## src/rtl/limb_add_stream.sv

```systemverilog
// Streaming multi-limb adder: least-significant limb first, carry chained in a register.
// Optional build macro LIMB_ADD_SUB_EN adds an in_sub port for packet-wide subtraction.
module limb_add_stream #(
  parameter int W         = 32,
  parameter int MAX_LIMBS = 16,
  parameter int CW        = 5
) (
  input  logic         clk,
  input  logic         rst,
  input  logic         in_valid,
  output logic         in_ready,
  input  logic [W-1:0] in_a,
  input  logic [W-1:0] in_b,
  input  logic         in_first,
  input  logic         in_last,
`ifdef LIMB_ADD_SUB_EN
  input  logic         in_sub,
`endif
  output logic         out_valid,
  input  logic         out_ready,
  output logic [W-1:0] out_s,
  output logic         out_last,
  output logic         out_cout,
  output logic         out_ovf,
  output logic         err
);

  typedef enum logic {IDLE, ACTIVE} state_t;

  // Limb add: {carry, sum} of two W-bit limbs plus carry-in.
  function automatic logic [W:0] add_limb(input logic [W-1:0] a, input logic [W-1:0] b,
                                          input logic cin);
    return {1'b0, a} + {1'b0, b} + {{W{1'b0}}, cin};
  endfunction

  // Two's-complement overflow of the final limb, judged from the sign bits.
  function automatic logic ovf_flag(input logic signed [W-1:0] a, input logic signed [W-1:0] b,
                                    input logic signed [W-1:0] s);
    return (a[W-1] == b[W-1]) && (s[W-1] != a[W-1]);
  endfunction

  state_t        state;
  logic          carry;
  logic [CW-1:0] cnt;
`ifdef LIMB_ADD_SUB_EN
  logic          sub_lat;
`endif

  logic          vld_p1;
  logic [W-1:0]  s_p1;
  logic          last_p1;
  logic          cout_p1;
  logic          ovf_p1;
  logic          err_p1;

  logic          accept;
  logic          emit;
  logic          drop;
  logic          proto_err;
  logic          forced;
  logic          last_eff;
  logic          sub_beat;
  logic          cin;
  logic [W-1:0]  b_eff;
  logic [W:0]    sum;
  logic [CW-1:0] cnt_nxt;

  assign in_ready = !vld_p1 || out_ready;
  assign accept   = in_valid && in_ready;

  always_comb begin
    emit      = 1'b0;
    drop      = 1'b0;
    proto_err = 1'b0;
    cin       = 1'b0;
    cnt_nxt   = cnt;
`ifdef LIMB_ADD_SUB_EN
    sub_beat  = in_first ? in_sub : sub_lat;
`else
    sub_beat  = 1'b0;
`endif
    if (in_first) begin
      // A first beat always starts a packet; inside an open packet it also flags the abandonment.
      emit      = 1'b1;
      cin       = sub_beat;
      cnt_nxt   = CW'(1);
      proto_err = (state == ACTIVE);
    end else if (state == ACTIVE) begin
      emit    = 1'b1;
      cin     = carry;
      cnt_nxt = cnt + CW'(1);
    end else begin
      drop = 1'b1;
    end
    b_eff    = sub_beat ? ~in_b : in_b;
    sum      = add_limb(in_a, b_eff, cin);
    forced   = emit && !in_last && (cnt_nxt == CW'(MAX_LIMBS));
    last_eff = in_last || forced;
  end

  // Stage p0 -> p1: accepted beat lands in the output register
  always_ff @(posedge clk) begin
    if (rst) begin
      state   <= IDLE;
      carry   <= 1'b0;
      cnt     <= '0;
`ifdef LIMB_ADD_SUB_EN
      sub_lat <= 1'b0;
`endif
      vld_p1  <= 1'b0;
      s_p1    <= '0;
      last_p1 <= 1'b0;
      cout_p1 <= 1'b0;
      ovf_p1  <= 1'b0;
      err_p1  <= 1'b0;
    end else begin
      err_p1 <= accept && (drop || proto_err || forced);
      if (accept && emit) begin
        state   <= last_eff ? IDLE : ACTIVE;
        carry   <= sum[W];
        cnt     <= cnt_nxt;
`ifdef LIMB_ADD_SUB_EN
        sub_lat <= sub_beat;
`endif
        vld_p1  <= 1'b1;
        s_p1    <= sum[W-1:0];
        last_p1 <= last_eff;
        cout_p1 <= last_eff && sum[W];
        ovf_p1  <= last_eff && ovf_flag(in_a, b_eff, sum[W-1:0]);
      end else if (out_ready) begin
        vld_p1 <= 1'b0;
      end
    end
  end

  assign out_valid = vld_p1;
  assign out_s     = s_p1;
  assign out_last  = last_p1;
  assign out_cout  = cout_p1;
  assign out_ovf   = ovf_p1;
  assign err       = err_p1;

endmodule

```

## config.mk

```make
export PLATFORM = sky130hd
export DESIGN_NAME = limb_add_stream
export DESIGN_NICKNAME = d
export VERILOG_FILES = /design/src/rtl/limb_add_stream.sv
export SDC_FILE = /design/constraint.sdc
export NUM_CORES = 1
export LEC_CHECK = 0
export BUFFER_PORTS_ARGS = -buffer_cell sky130_fd_sc_hd__buf_4
export CAP_MARGIN = 25
export CORE_MARGIN = 10
export CORE_UTILIZATION = 52
export CTS_BUF_LIST = sky130_fd_sc_hd__clkbuf_8 sky130_fd_sc_hd__clkbuf_16
export CTS_CLUSTER_DIAMETER = 80
export DETAILED_ROUTE_END_ITERATION = 10
export PLACE_DENSITY_LB_ADDON = 0.15
export RECOVER_POWER = 25
export REMOVE_ABC_BUFFERS = 1
export SLEW_MARGIN = 0
export SYNTH_ARGS = -nofsm -noshare
export SYNTH_HDL_FRONTEND = slang
export SYNTH_SLANG_ARGS = --single-unit
```

## constraint.sdc

```tcl
create_clock -name clk -period 4.35 [get_ports clk]
set_input_delay 0.6525 -clock clk [delete_from_list [all_inputs] [get_ports clk]]
set_output_delay 0.6525 -clock clk [all_outputs]
set_load 0.01 [all_outputs]
```

After elaboration in Yosys (flattened, before gate mapping):

Cells that the tools add are included.
Widths: inputs -> output; s select.

* register bits: 44
* latch bits: 0
* memories kept: 0
* input bits: 70
* word-level logic and storage cells: 42
* memory bits (read-only): 0
* bits in writable memories: 0

* div/mod/pow operators: 0
* add/sub/neg operators: 3
* magnitude comparators: 0
* reductions and logical operators: 15
* multiplexer cells: 12
* shift operators: 0
* equality and inequality tests: 3
* multiply operators: 0
* bitwise logic cells: 0

Operator list (number)
* $add 32x32->33: 1
* $add 33x1->33: 1
* $mux 1: 10
* $mux 5: 2
* $logic_and 1x1->1: 8
* $add 5x1->5 const B: 1
* $eq 5x5->1 const B: 1
* $logic_or 1x1->1: 4
* $logic_not 1->1: 2
* $reduce_bool 2->1: 1
* $eq 1x1->1: 1
* $ne 1x1->1: 1

Longest topological paths before layout:

Gate-level depths: netlist (run 1).

* word-level depth: 7
* mapped depth: 14
* depth with buffers taken out: 13

Least setup slack after synthesis (run 1):

Ideal clock, no wire load.

* path kind: input port to flip-flop
* from: input port in_first
* to: register s_p1[10] (netlist: out_s[10])
* library setup time: 0.062 ns
* data required time: 4.288 ns
* stages: 13
* arrival: 3.233 ns
* slack: 1.055 ns
* cell sequence: clkbuf_1 > nor2_1 > nand2_1 > fa_1 > fa_1 > nand2b_1 > a21oi_1 > nor2_1 > o21ai_0 > a21o_1 > a31oi_1 > or4_2 > nand3_1

* cells in the longest elaborated chain, start to end: 2
* elaborated cells between the ends (all ways): 4
* classes of those cells: add/sub (1); mux (2); reduce/logical (1)

Ends and longest elaborated chain
* start: declaration: line 14 `input logic in_first,`
* $mux 1: line 82 `if (in_first) begin`
* $add 33x1->33 or $logic_and 1x1->1 (tied branches): line 33, 118
* end signal: assignment: line 126 `s_p1 <= sum[W-1:0];`
* end: declaration: line 50 `logic [W-1:0] s_p1;`

Parallel ways exist; a longest one is shown, timed or not.
A chain may end at the register's enable or synchronous reset.

Final worst setup path (run 1):

* from: register state
* to: register cout_p1 (netlist: out_cout)

* cells in the longest elaborated chain, start to end: 6
* elaborated cells between the ends (all ways): 13
* classes of those cells: add/sub (1); eq/ne (1); mux (6); reduce/logical (5)

Ends and longest elaborated chain
* start: declaration: line 42 `state_t state;`
* start signal: assignment: line 119 `state <= last_eff ? IDLE : ACTIVE;`
* branches (longest 6 deep; another with $add 33x1->33)
* end signal: assignment: line 128 `cout_p1 <= last_eff && sum[W];`
* end: declaration: line 52 `logic cout_p1;`

Parallel ways; which one is timed is not known.

==> reports/results.tsv, run 1 <==
stage	metric	value	unit
route	drt-total-wl	9540	um
floorplanning	core	6350	um2
critical_path	cp_data_arrival_time	3.60	ns
pwr	power_frac_comb	33.8	%
global_route	antenna_found_initial	0	
final_layout	diodes	0	
placed_design	port_buffers	107	
pwr	leakagePower	1.86	nW
clock_tree	tritoncts	yes	
pwr	finalPower	1.25	mW
timing	slew_headroom	64.0	%
clock_tree	cts_resized	0	
critical_path	critPathMaxFanout	10	
final_layout	num-fill-cells	584	
route	drt_iter0_drc	132	
final_layout	regArea	881	um2
floorplanning	die-width	101	um
pwr	p_sw_share	31.7	%
clock_tree	htreeDepth	2	
route	drc_errors	0	
timing	period_share	77.7	%
critical_path	cp-start-kind	flip-flop	
pwr	power_density	294	nW/um2
floorplanning	design.die.area	10200	um2
critical_path	cp-end-kind	flip-flop	
floorplanning	fp.dieH	101	um
timing	rsz0062_at_grt	false	
pwr	clkPwrFrac	30.0	%
global_route	grt_pass1_wl	15400	um
timing	fin_tns_setup	0	ns
final_layout	postLayoutCoreUtil	66.9	%
clock_tree	clkLatencyLatePin	0.30	ns
clock_tree	clockBufferDepth	2	
floorplanning	rows	29	
clock_tree	numCtsBuffers	5	
run_status	outcome	completed	
placed_design	place_congestion	0.915	
clock_tree	clockRootBuffer	clkbuf_8	
final_layout	area_delta_synth_final	25.2	%
route	wire_per_inst	15.9	um
route	firstDrtPassIters	5	
route	viasPerCell	5.81	
floorplanning	ioPinCount	108	
final_layout	multi_input_area	2370	um2
clock_tree	post-cts-setup-buffers	0	
logic_synthesis	yosysSeqAreaShare	26.0	%
critical_path	critical_path_class	flip-flop to flip-flop	
clock_tree	path_clk_slew	0.09	ns
global_route	grt-ovfl-total	0	
logic_synthesis	synthFlopType	dfxtp_1	
timing	fmaxAchievable	296	MHz
timing	slew_viol_final	0	
pwr	p_int	853	uW
global_route	grt_start_max_net_pins	35	
clock_tree	cts_sinks	44	
logic_synthesis	ys_types	65	
placed_design	place_hpwl	7480	um
timing	worst_pin_slew	0.540	ns
min_path	min-delay-path-class	flip-flop to flip-flop	
global_route	grt_pass1_vias	3297	
timing	setup_viol	0	
logic_synthesis	async_flop_share	0	%
pwr	p_switching	397	uW
pwr	vdd_drop_max	0.000214	V
logic_synthesis	netlist_instances	429	
final_layout	finalNetCount	629	
critical_path	required	4.57	ns
flow_run	drv_cap	0	
final_layout	final_common_cell	buf_4	
final_layout	drive_above_1_share	22.7	%
route	vias	3493	
final_layout	final_cell_mix	buf_4 (89), nand2_1 (55), a21oi_1 (45), dfxtp_1 (44), ha_1 (33)	
pwr	pwr-share-seq	36.1	%
logic_synthesis	avgSynthCellArea	7.91	um2
timing	period_minus_slack	3.38	ns
timing	fin_worst_skew	0.00511	ns
clock_tree	cts_hold_buf	0	
timing	hold_viol	0	
global_route	grt_usage	17.9	%
route	postRouteAntennaNets	0	
floorplanning	initial_core_util	53.4	%
logic_synthesis	yosysWarnings	0	
logic_synthesis	netlist_area	3390	um2
logic_synthesis	synth_enable_flop_cells	0	
logic_synthesis	ys_seq_elements	44	
sequential cells by signal, indices dropped and copies added (netlist names):
signal and flops:
out_last 1, out_valid 1, out_cout 1, err 1, state 1, out_s 32, cnt 5, out_ovf 1
carry 1
power by group through the flow:
stage / Clock [mW] / Sequential [mW] / Combinational (mW)
3_3_place_gp: 0 / 0.460 / 0.423
2_1_floorplan: 0 / 0.472 / 0.257
4_1_cts: 0.376 / 0.452 / 0.434
3_5_place_dp: 0 / 0.461 / 0.430
5_1_grt: 0.392 / 0.456 / 0.470
6_report: 0.375 / 0.452 / 0.423
per-stage QoR:
step	hold slack (ns)	setup WS, ns	cell area [um2]	std cells
floorplan	0.442	1.23	3270	408
global placement	0.435	0.941	4180	593
detailed placement	0.443	0.838	4180	593
CTS	0.456	0.982	4310	600
global route	0.486	0.704	4250	601
finish	0.450	0.968	4250	601
worst paths after layout:
check                 start         to  slack (ns)  cells after the start
setup / recovery      state   out_cout        0.97                     13
hold / removal    out_s[27]  out_s[27]        0.45                      2
setup reg to reg      state   out_cout        0.97                     13
hold reg to reg   out_s[27]  out_s[27]        0.45                      2
cells by family (layout without fill, tap and decap cells):
group,Yosys count,after routing,synth area share (%)
adders and majority gates,35,35,13.4
buffers and inverters,29,124,4.35
DFF,44,44,26.0
xor gates and xnor gates,27,27,6.97
muxes,1,1,0.295
and+or+nand+nor,148,148,21.1
AOI/OAI and AO/OA,145,145,28.0
critical path, stage by stage (launching register included):
cell      delay (ns)
dfxtp_1         0.51
inv_1           0.11
nor2_1          0.19
nand2_1         0.09
fa_1            0.40
fa_1            0.39
nand2b_1        0.19
a21oi_1         0.25
o31a_1          0.23
o21ai_2         0.11
a21oi_4         0.26
a21oi_2         0.11
o21a_1          0.21
nor4_1          0.24
cell usage after synthesis (all sizes together), types with 9 or more instances:
cell type  instances  share of area, %
xnor2             13               3.4
a21oi             47               7.4
nor3               9               1.5
a211oi            11               2.7
nand2             55               6.1
clkbuf            14               1.9
dfxtp             44                26
xor2              14               3.6
ha                33                12
a21o              23               5.2
o21ai             33               5.1
nand3             13               2.1
nor2              29               3.2
cell type report:
type	count	share of cell area, %
multi-input combinational	356	55.7
tap	77	2.27
inverter	8	0.707
clock inverter	2	1.41
timing repair buffer	109	17.5
sequential	44	20.7
clock buffer	5	1.62
metal layers:
metal	up-vias	wire length [um]	global-route usage (%)
li1	1744	-	-
met1	1623	3970	22.0
met2	114	4760	30.3
met3	12	680	3.64
met4	0	130	5.43
met5	-	0	0
Power figures use the tool's default switching activity.
==> run 2: changes to the inputs <==
ABC_AREA = 1   (was unset)
CORE_UTILIZATION = 54   (was 52)
clock period = 3.2 ns   (was 4.35 ns; I/O delays follow)
==> run 2 against run 1 <==
Register-to-register slack worse by 0.35 ns. Die area is 9.7% higher. Clock-buffer cell count stayed put. Critical path type unchanged.
==> reports/results.tsv, run 2 <==
stage	metric	value	unit	change
clock_tree	numCtsBuffers	5		unchanged
logic_synthesis	synth_top_area_cell	dfxtp_1		
route	drc_errors	0		unchanged
logic_synthesis	ys_seq_elements	44		unchanged
final_layout	postLayoutCoreUtil	68.3	%	+1.4 points
route	drt-total-wl	12100	um	+26%
clock_tree	htreeDepth	2		unchanged
floorplanning	ioPinCount	108		unchanged
pwr	clkPwrFrac	26.1	%	-3.9 points
critical_path	cp-start-kind	flip-flop		
critical_path	cpMaxStageDelayCell	dfxtp_1		
route	vias	4403		+26%
final_layout	num-fill-cells	683		+17%
route	postRouteAntennaNets	0		unchanged
logic_synthesis	netlist_area	3950	um2	+16%
timing	period_share	80.8	%	+3.1 points
placed_design	place_hpwl	9940	um	+33%
timing	fmaxAchievable	387	MHz	+31%
floorplanning	rows	31		+6.9%
global_route	grt-ovfl-total	0		unchanged
pwr	p_int	1.11	mW	+30%
logic_synthesis	async_flop_share	0	%	unchanged
logic_synthesis	synth_enable_flop_cells	0		unchanged
logic_synthesis	synth_xor_area_share	3.32	%	-3.6 points
pwr	leakagePower	2.70	nW	+45%
logic_synthesis	muxShareOfSynthArea	0	%	-0.30 points
critical_path	worst_path_dominant_cell_family	simple AND/OR/NAND/NOR gates		
global_route	grt_pass1_wl	19900	um	+29%
pwr	power_density	362	nW/um2	+23%
placed_design	place_congestion	0.932		+1.9%
timing	hold_ws	0.367	ns	-0.0828 ns
clock_tree	clockBufferDepth	2		unchanged
critical_path	path_buf_inv	1		unchanged
route	wire_per_inst	14.2	um	-11%
final_layout	final_cell_mix	nand2_1 (181), inv_1 (110), buf_4 (91), nor2_1 (56), dfxtp_1 (44)		
floorplanning	die-width	106	um	+4.7%
timing	fin_tns_setup	0	ns	unchanged
timing	worst_pin_slew	0.843	ns	+0.304 ns
final_layout	final_common_cell	nand2_1		
logic_synthesis	netlist_instances	645		+50%
pwr	p_sw_share	37.3	%	+5.5 points
clock_tree	cts_resized	0		unchanged
floorplanning	initial_core_util	55.1	%	+1.6 points
critical_path	cp_slowest_stage_delay	0.47	ns	-0.04 ns
floorplanning	fp.dieH	106	um	+4.7%
logic_synthesis	avgSynthCellArea	6.13	um2	-23%
final_layout	area_delta_synth_final	24.0	%	
floorplanning	core	7180	um2	+13%
min_path	min-delay-path-class	input pin to flip-flop		
logic_synthesis	synth_most_common_cell	nand2_1		
critical_path	required	3.43	ns	-1.14 ns
timing	slew_headroom	43.7	%	-20 points
clock_tree	post-cts-setup-buffers	0		unchanged
critical_path	critPathMaxFanout	7		-3
logic_synthesis	synth_compound_area_share	18.7	%	-9.3 points
logic_synthesis	yosys.area.top_type_share	22.3	%	-3.7 points
logic_synthesis	synthAdderAreaFrac	11.5	%	-1.9 points
timing	period_minus_slack	2.59	ns	-0.796 ns
clock_tree	path_clk_slew	0.10	ns	about the same
min_path	worst_hold_path.num_cells	2		unchanged
critical_path	cp_data_arrival_time	2.81	ns	-0.79 ns
logic_synthesis	yosysSeqAreaShare	22.3	%	-3.7 points
critical_path	cp_common_cell	nand2_1		
placed_design	port_buffers	107		unchanged
timing	slew_viol_final	0		unchanged
placed_design	dp.cells	843		+42%
final_layout	diodes	0		unchanged
clock_tree	cts_sinks	44		unchanged
global_route	grt_pass1_vias	4404		+34%
route	viasPerCell	5.17		-11%
critical_path	r2r_cells	13		unchanged
flow_run	drv_cap	0		unchanged
pwr	p_switching	660	uW	+66%
global_route	antenna_found_initial	0		unchanged
final_layout	final_cells	851		+42%
logic_synthesis	synth_commonest_cells	nand2_1 (181), inv_1 (110), nor2_1 (56)		
timing	hold_viol	0		unchanged
critical_path	path_cells	nand3_1, fa_1, fa_1, o21ai_2, nand2_1, nand2_1, nand2_1, nand2_1, nand2_1, nand3_1, nand3_1, nand2_1, inv_1		
clock_tree	cts_hold_buf	0		unchanged
route	firstDrtPassIters	5		unchanged
critical_path	cp-end-kind	flip-flop		
pwr	power_frac_comb	38.5	%	+4.7 points
logic_synthesis	synth_top_family_by_area	simple AND/OR/NAND/NOR gates		
clock_tree	tritoncts	yes		
route	drt_iter0_drc	205		+55%
pwr	pwr-share-seq	35.3	%	-0.8 points
clock_tree	clockRootBuffer	clkbuf_8		
global_route	grt_usage	21.1	%	+3.2 points
final_layout	largest_reg_flops	32		unchanged
pwr	vdd_drop_max	0.000239	V	+11%
logic_synthesis	yosysWarnings	0		unchanged
logic_synthesis	synthFlopType	dfxtp_1		
timing	rsz0062_at_grt	false		
global_route	grt_start_max_net_pins	59		+69%
clock_tree	clkLatencyLatePin	0.31	ns	about the same
critical_path	cp.depth	13		unchanged
logic_synthesis	synth_simple_gate_area_share	32.4	%	+11 points
final_layout	drive_above_1_share	15.7	%	-7.0 points
timing	setup_viol	0		unchanged
logic_synthesis	ys_types	35		-46%
floorplanning	design.die.area	11100	um2	+9.7%
timing	fin_worst_skew	0.00567	ns	+0.000566 ns
run_status	outcome	completed		
critical_path	critical_path_class	flip-flop to flip-flop		
logic_synthesis	synth.area.top_cells	dfxtp_1 (22%), nand2_1 (17%), ha_1 (10%)		
final_layout	finalNetCount	856		+36%
## run 2: cell types whose count changed after synthesis, moves of 6 or more
| cell | before | now |
|---|---|---|
| nor3_1 | 8 | 2 |
| o21bai_1 | 4 | 19 |
| xnor2_1 | 13 | 3 |
| nand2_1 | 55 | 181 |
| nand2b_1 | 7 | 0 |
| a21o_1 | 20 | 3 |
| inv_1 | 8 | 110 |
| nand2_2 | 0 | 7 |
| o21a_1 | 2 | 16 |
| o21ai_0 | 24 | 31 |
| a211oi_1 | 9 | 1 |
| nor2_1 | 29 | 56 |
| nand3_1 | 12 | 41 |
## run 2: path summary, 6_finish.rpt
kind | startpoint | end | slack, ns
worst min-delay path | rst | out_ovf | 0.37
worst max register to register | state | out_s[30] | 0.61
worst min register to register | out_s[2] | out_s[2] | 0.48
worst max-delay path | state | out_s[30] | 0.61
## run 2: layout make-up
class	count	area, um2	area share [%]
repair buffers	111	758	15.5
well taps	99	124	2.53
flip-flops and latches	44	881	18.0
clock buffers	5	68.8	1.40
multi-input cells	479	2610	53.2
inverters	110	413	8.43
clock inverters	3	46.3	0.945
## run 2: logic make-up after synthesis
kind of cell / after synthesis
flip-flops: 44
buffers and inverters: 122
AO/OA/AOI/OAI: 123
adder cells (fa/ha/maj): 35
XOR/XNOR: 15
AND/OR/NAND/NOR: 306
## run 2: per-layer routing
layer / global-route usage (%) / vias up / wire [um]
met2: 36.5 / 136 / 5580
li1: - / 2271 / -
met4: 7.83 / 0 / 272
met1: 25.3 / 1976 / 5530
met3: 4.02 / 20 / 679
met5: 0 / - / 0
## run 2: through the flow
stage               worst slack (ns)  instance area (um2)  total power [mW]
finish                         0.614                 4900              1.77
floorplan                      0.147                 3900              1.07
global placement               0.434                 4860              1.32
detailed placement             0.338                 4860              1.33
CTS                            0.627                 4970              1.79
global route                   0.436                 4900              1.89
## run 2: power groups by stage
stage / registers [mW] / clock network [mW] / logic, mW
after floorplan: 0.653 / 0 / 0.416
after global placement: 0.636 / 0 / 0.684
after global routing: 0.632 / 0.485 / 0.769
after detailed placement: 0.638 / 0 / 0.695
final: 0.626 / 0.463 / 0.682
after CTS: 0.627 / 0.468 / 0.698
==> run 3: changes to the inputs <==
ABC_AREA = 0   (was 1)
CORE_UTILIZATION = 47   (was 54)
clock period = 2.3 ns   (was 3.2 ns; I/O delays follow)
==> run 3 against run 2 <==
Core utilization increased by 3.4 points. First-iteration DRC count fell by 48%. Critical path depth grew 1. Via count is 15% lower. The flow now finishes with violations (setup timing). Combinational power rose by 50%. Critical path type unchanged. Flip-flop and latch count unchanged. Non-clock buffer count up 69.
==> reports/results.tsv, run 3 (synthesis gave the netlist of run 1 again) <==
stage	metric	value	unit	change
critical_path	critical_path_class	flip-flop to flip-flop		
clock_tree	cts_sinks	44		unchanged
pwr	power_frac_comb	43.4	%	+4.9 points
route	vias	3758		-15%
timing	slew_headroom	70.8	%	+27 points
critical_path	cp_data_arrival_time	2.91	ns	+0.10 ns
clock_tree	clockRootBuffer	clkbuf_8		
run_status	violations	setup timing		
pwr	pwr-share-seq	36.3	%	+1.0 points
global_route	antenna_found_initial	0		unchanged
final_layout	drive_above_1_share	37.6	%	+22 points
global_route	grt-ovfl-total	0		unchanged
route	viasPerCell	5.44		+5.1%
floorplanning	design.die.area	11000	um2	-1.1%
timing	setup_ws	-0.374	ns	-0.988 ns
placed_design	port_buffers	107		unchanged
pwr	p_switching	813	uW	+23%
min_path	min-delay-path-class	input pin to flip-flop		
pwr	p_int	1.54	mW	+39%
timing	period_share	116	%	+35 points
final_layout	final_cell_mix	buf_4 (165), nand2_1 (54), dfxtp_1 (43), a21oi_1 (38), ha_1 (33)		
floorplanning	die-width	105	um	-0.55%
placed_design	place_hpwl	8570	um	-14%
pwr	vdd_drop_max	0.000324	V	+36%
route	wire_per_inst	15.6	um	+9.8%
global_route	grt_start_max_net_pins	21		-64%
timing	fmaxAchievable	374	MHz	-3.3%
placed_design	place_congestion	0.867		-7.0%
pwr	clkPwrFrac	20.3	%	-5.8 points
final_layout	finalNetCount	700		-18%
clock_tree	htreeDepth	2		unchanged
flow_run	drv_cap	0		unchanged
floorplanning	fp.dieH	105	um	-0.55%
pwr	p_sw_share	34.5	%	-2.7 points
floorplanning	core	6910	um2	-3.7%
clock_tree	numCtsBuffers	5		unchanged
floorplanning	ioPinCount	108		unchanged
critical_path	cp-start-kind	flip-flop		
critical_path	path_cells	inv_2, nor2_4, nand2_2, fa_2, fa_2, nand2b_4, a21oi_4, o31a_1, o21ai_2, a21oi_4, buf_6, a41oi_2, xor2_1, o21ai_1		
run_status	outcome	complete, but fails checks		
timing	worst_pin_slew	0.435	ns	-0.408 ns
timing	rsz0062_at_grt	true		
clock_tree	clockBufferDepth	2		unchanged
pwr	leakagePower	2.26	nW	-16%
critical_path	cp_slowest_stage_delay	0.37	ns	-0.10 ns
final_layout	postLayoutCoreUtil	71.6	%	+3.4 points
timing	slew_viol_final	0		unchanged
timing	setup_viol	20		+20
critical_path	cpMaxStageDelayCell	fa_2		
global_route	grt_pass1_wl	17600	um	-12%
critical_path	worst_path_dominant_cell_family	compound AO/OA/AOI/OAI gates		
route	firstDrtPassIters	4		-1
global_route	grt_usage	18.5	%	-2.6 points
final_layout	final_common_cell	buf_4		
floorplanning	initial_core_util	49.1	%	-6.0 points
timing	fin_worst_skew	0.00907	ns	+0.00340 ns
timing	period_minus_slack	2.67	ns	+0.0880 ns
final_layout	largest_reg_flops	32		unchanged
route	drt_iter0_drc	106		-48%
timing	hold_ws	0.363	ns	-0.00388 ns
clock_tree	path_clk_slew	0.08	ns	-0.02 ns
critical_path	required	2.54	ns	-0.89 ns
critical_path	path_buf_inv	2		+1
route	drc_errors	0		unchanged
timing	hold_viol	0		unchanged
pwr	power_density	475	nW/um2	+31%
clock_tree	cts_hold_buf	0		unchanged
final_layout	area_delta_synth_final	45.9	%	
critical_path	critPathMaxFanout	4		-3
final_layout	diodes	0		unchanged
clock_tree	tritoncts	yes		
route	drt-total-wl	10800	um	-11%
floorplanning	rows	30		-3.2%
clock_tree	clkLatencyLatePin	0.30	ns	about the same
route	postRouteAntennaNets	0		unchanged
global_route	grt_pass1_vias	3873		-12%
critical_path	cp-end-kind	flip-flop		
run 3: cell types whose count changed in the layout (fill, tap and decap cells not counted), moves of 14 or more:
| cell | before | now |
|---|---|---|
| a21o_1 | 3 | 20 |
| buf_4 | 91 | 165 |
| inv_1 | 110 | 8 |
| nand2_1 | 181 | 54 |
| nand3_1 | 41 | 10 |
| nor2_1 | 56 | 27 |
| o21a_1 | 16 | 2 |
| o21ai_0 | 31 | 16 |
| o21bai_1 | 19 | 4 |
run 3: cell type report:
cell class | instances | area, um2
inverters | 8 | 30.0
fillers | 617 | 1960
repair buffers | 180 | 1310
flip-flops and latches | 44 | 882
multi-input cells | 356 | 2530
clock buffers | 5 | 68.8
clock inverters | 2 | 8.76
well taps | 96 | 120
run 3: through the flow:
stage	instance area, um2	worst slack (ns)	setup TNS [ns]	instances	total power [mW]
floorplan	3270	-0.729	-9.24	408	1.38
global placement	4710	-0.685	-12.42	679	1.81
detailed placement	4710	-0.774	-14.12	679	1.83
CTS	4900	-0.370	-4.62	690	2.34
global route	4950	-0.488	-7.99	691	2.49
finish	4950	-0.374	-4.59	691	2.35
run 3: worst paths after layout:
path              from   endpoint  slack (ns)  cells past startpoint
max reg2reg      state  out_s[30]       -0.37                     14
min reg2reg  out_s[29]  out_s[29]        0.45                      2
max              state  out_s[30]       -0.37                     14
min          out_ready  out_valid        0.36                      3
run 3: repair_timing:
action                     in CTS  in global routing
pin swaps                      22                 14
setup buffers                   4                  1
gates resized for setup        28                 17
setup endpoints to repair      29                 28
run 3: layer usage:
layer	vias up	global-route usage [%]	part of all wire [%]
li1	1880	-	-
met1	1744	22.3	44
met2	119	32.2	49
met3	15	3.56	5.3
met4	0	5.69	1.7
met5	-	0	0
run 3: worst reg2reg max path: stages, from the launching register on:
cell	delay [ns]
dfxtp_2	0.34
inv_2	0.05
nor2_4	0.10
nand2_2	0.07
fa_2	0.37
fa_2	0.37
nand2b_4	0.16
a21oi_4	0.14
o31a_1	0.21
o21ai_2	0.10
a21oi_4	0.17
buf_6	0.14
a41oi_2	0.13
xor2_1	0.17
o21ai_1	0.11
run 3: power groups by stage:
stage                     combinational (mW)  clock (mW)  sequential [mW]
after floorplan                        0.486           0            0.892
final                                   1.02       0.478            0.854
after detailed placement               0.961           0            0.871
after global routing                    1.12       0.511            0.861
after CTS                               1.00       0.486            0.854
after global placement                 0.941           0            0.870
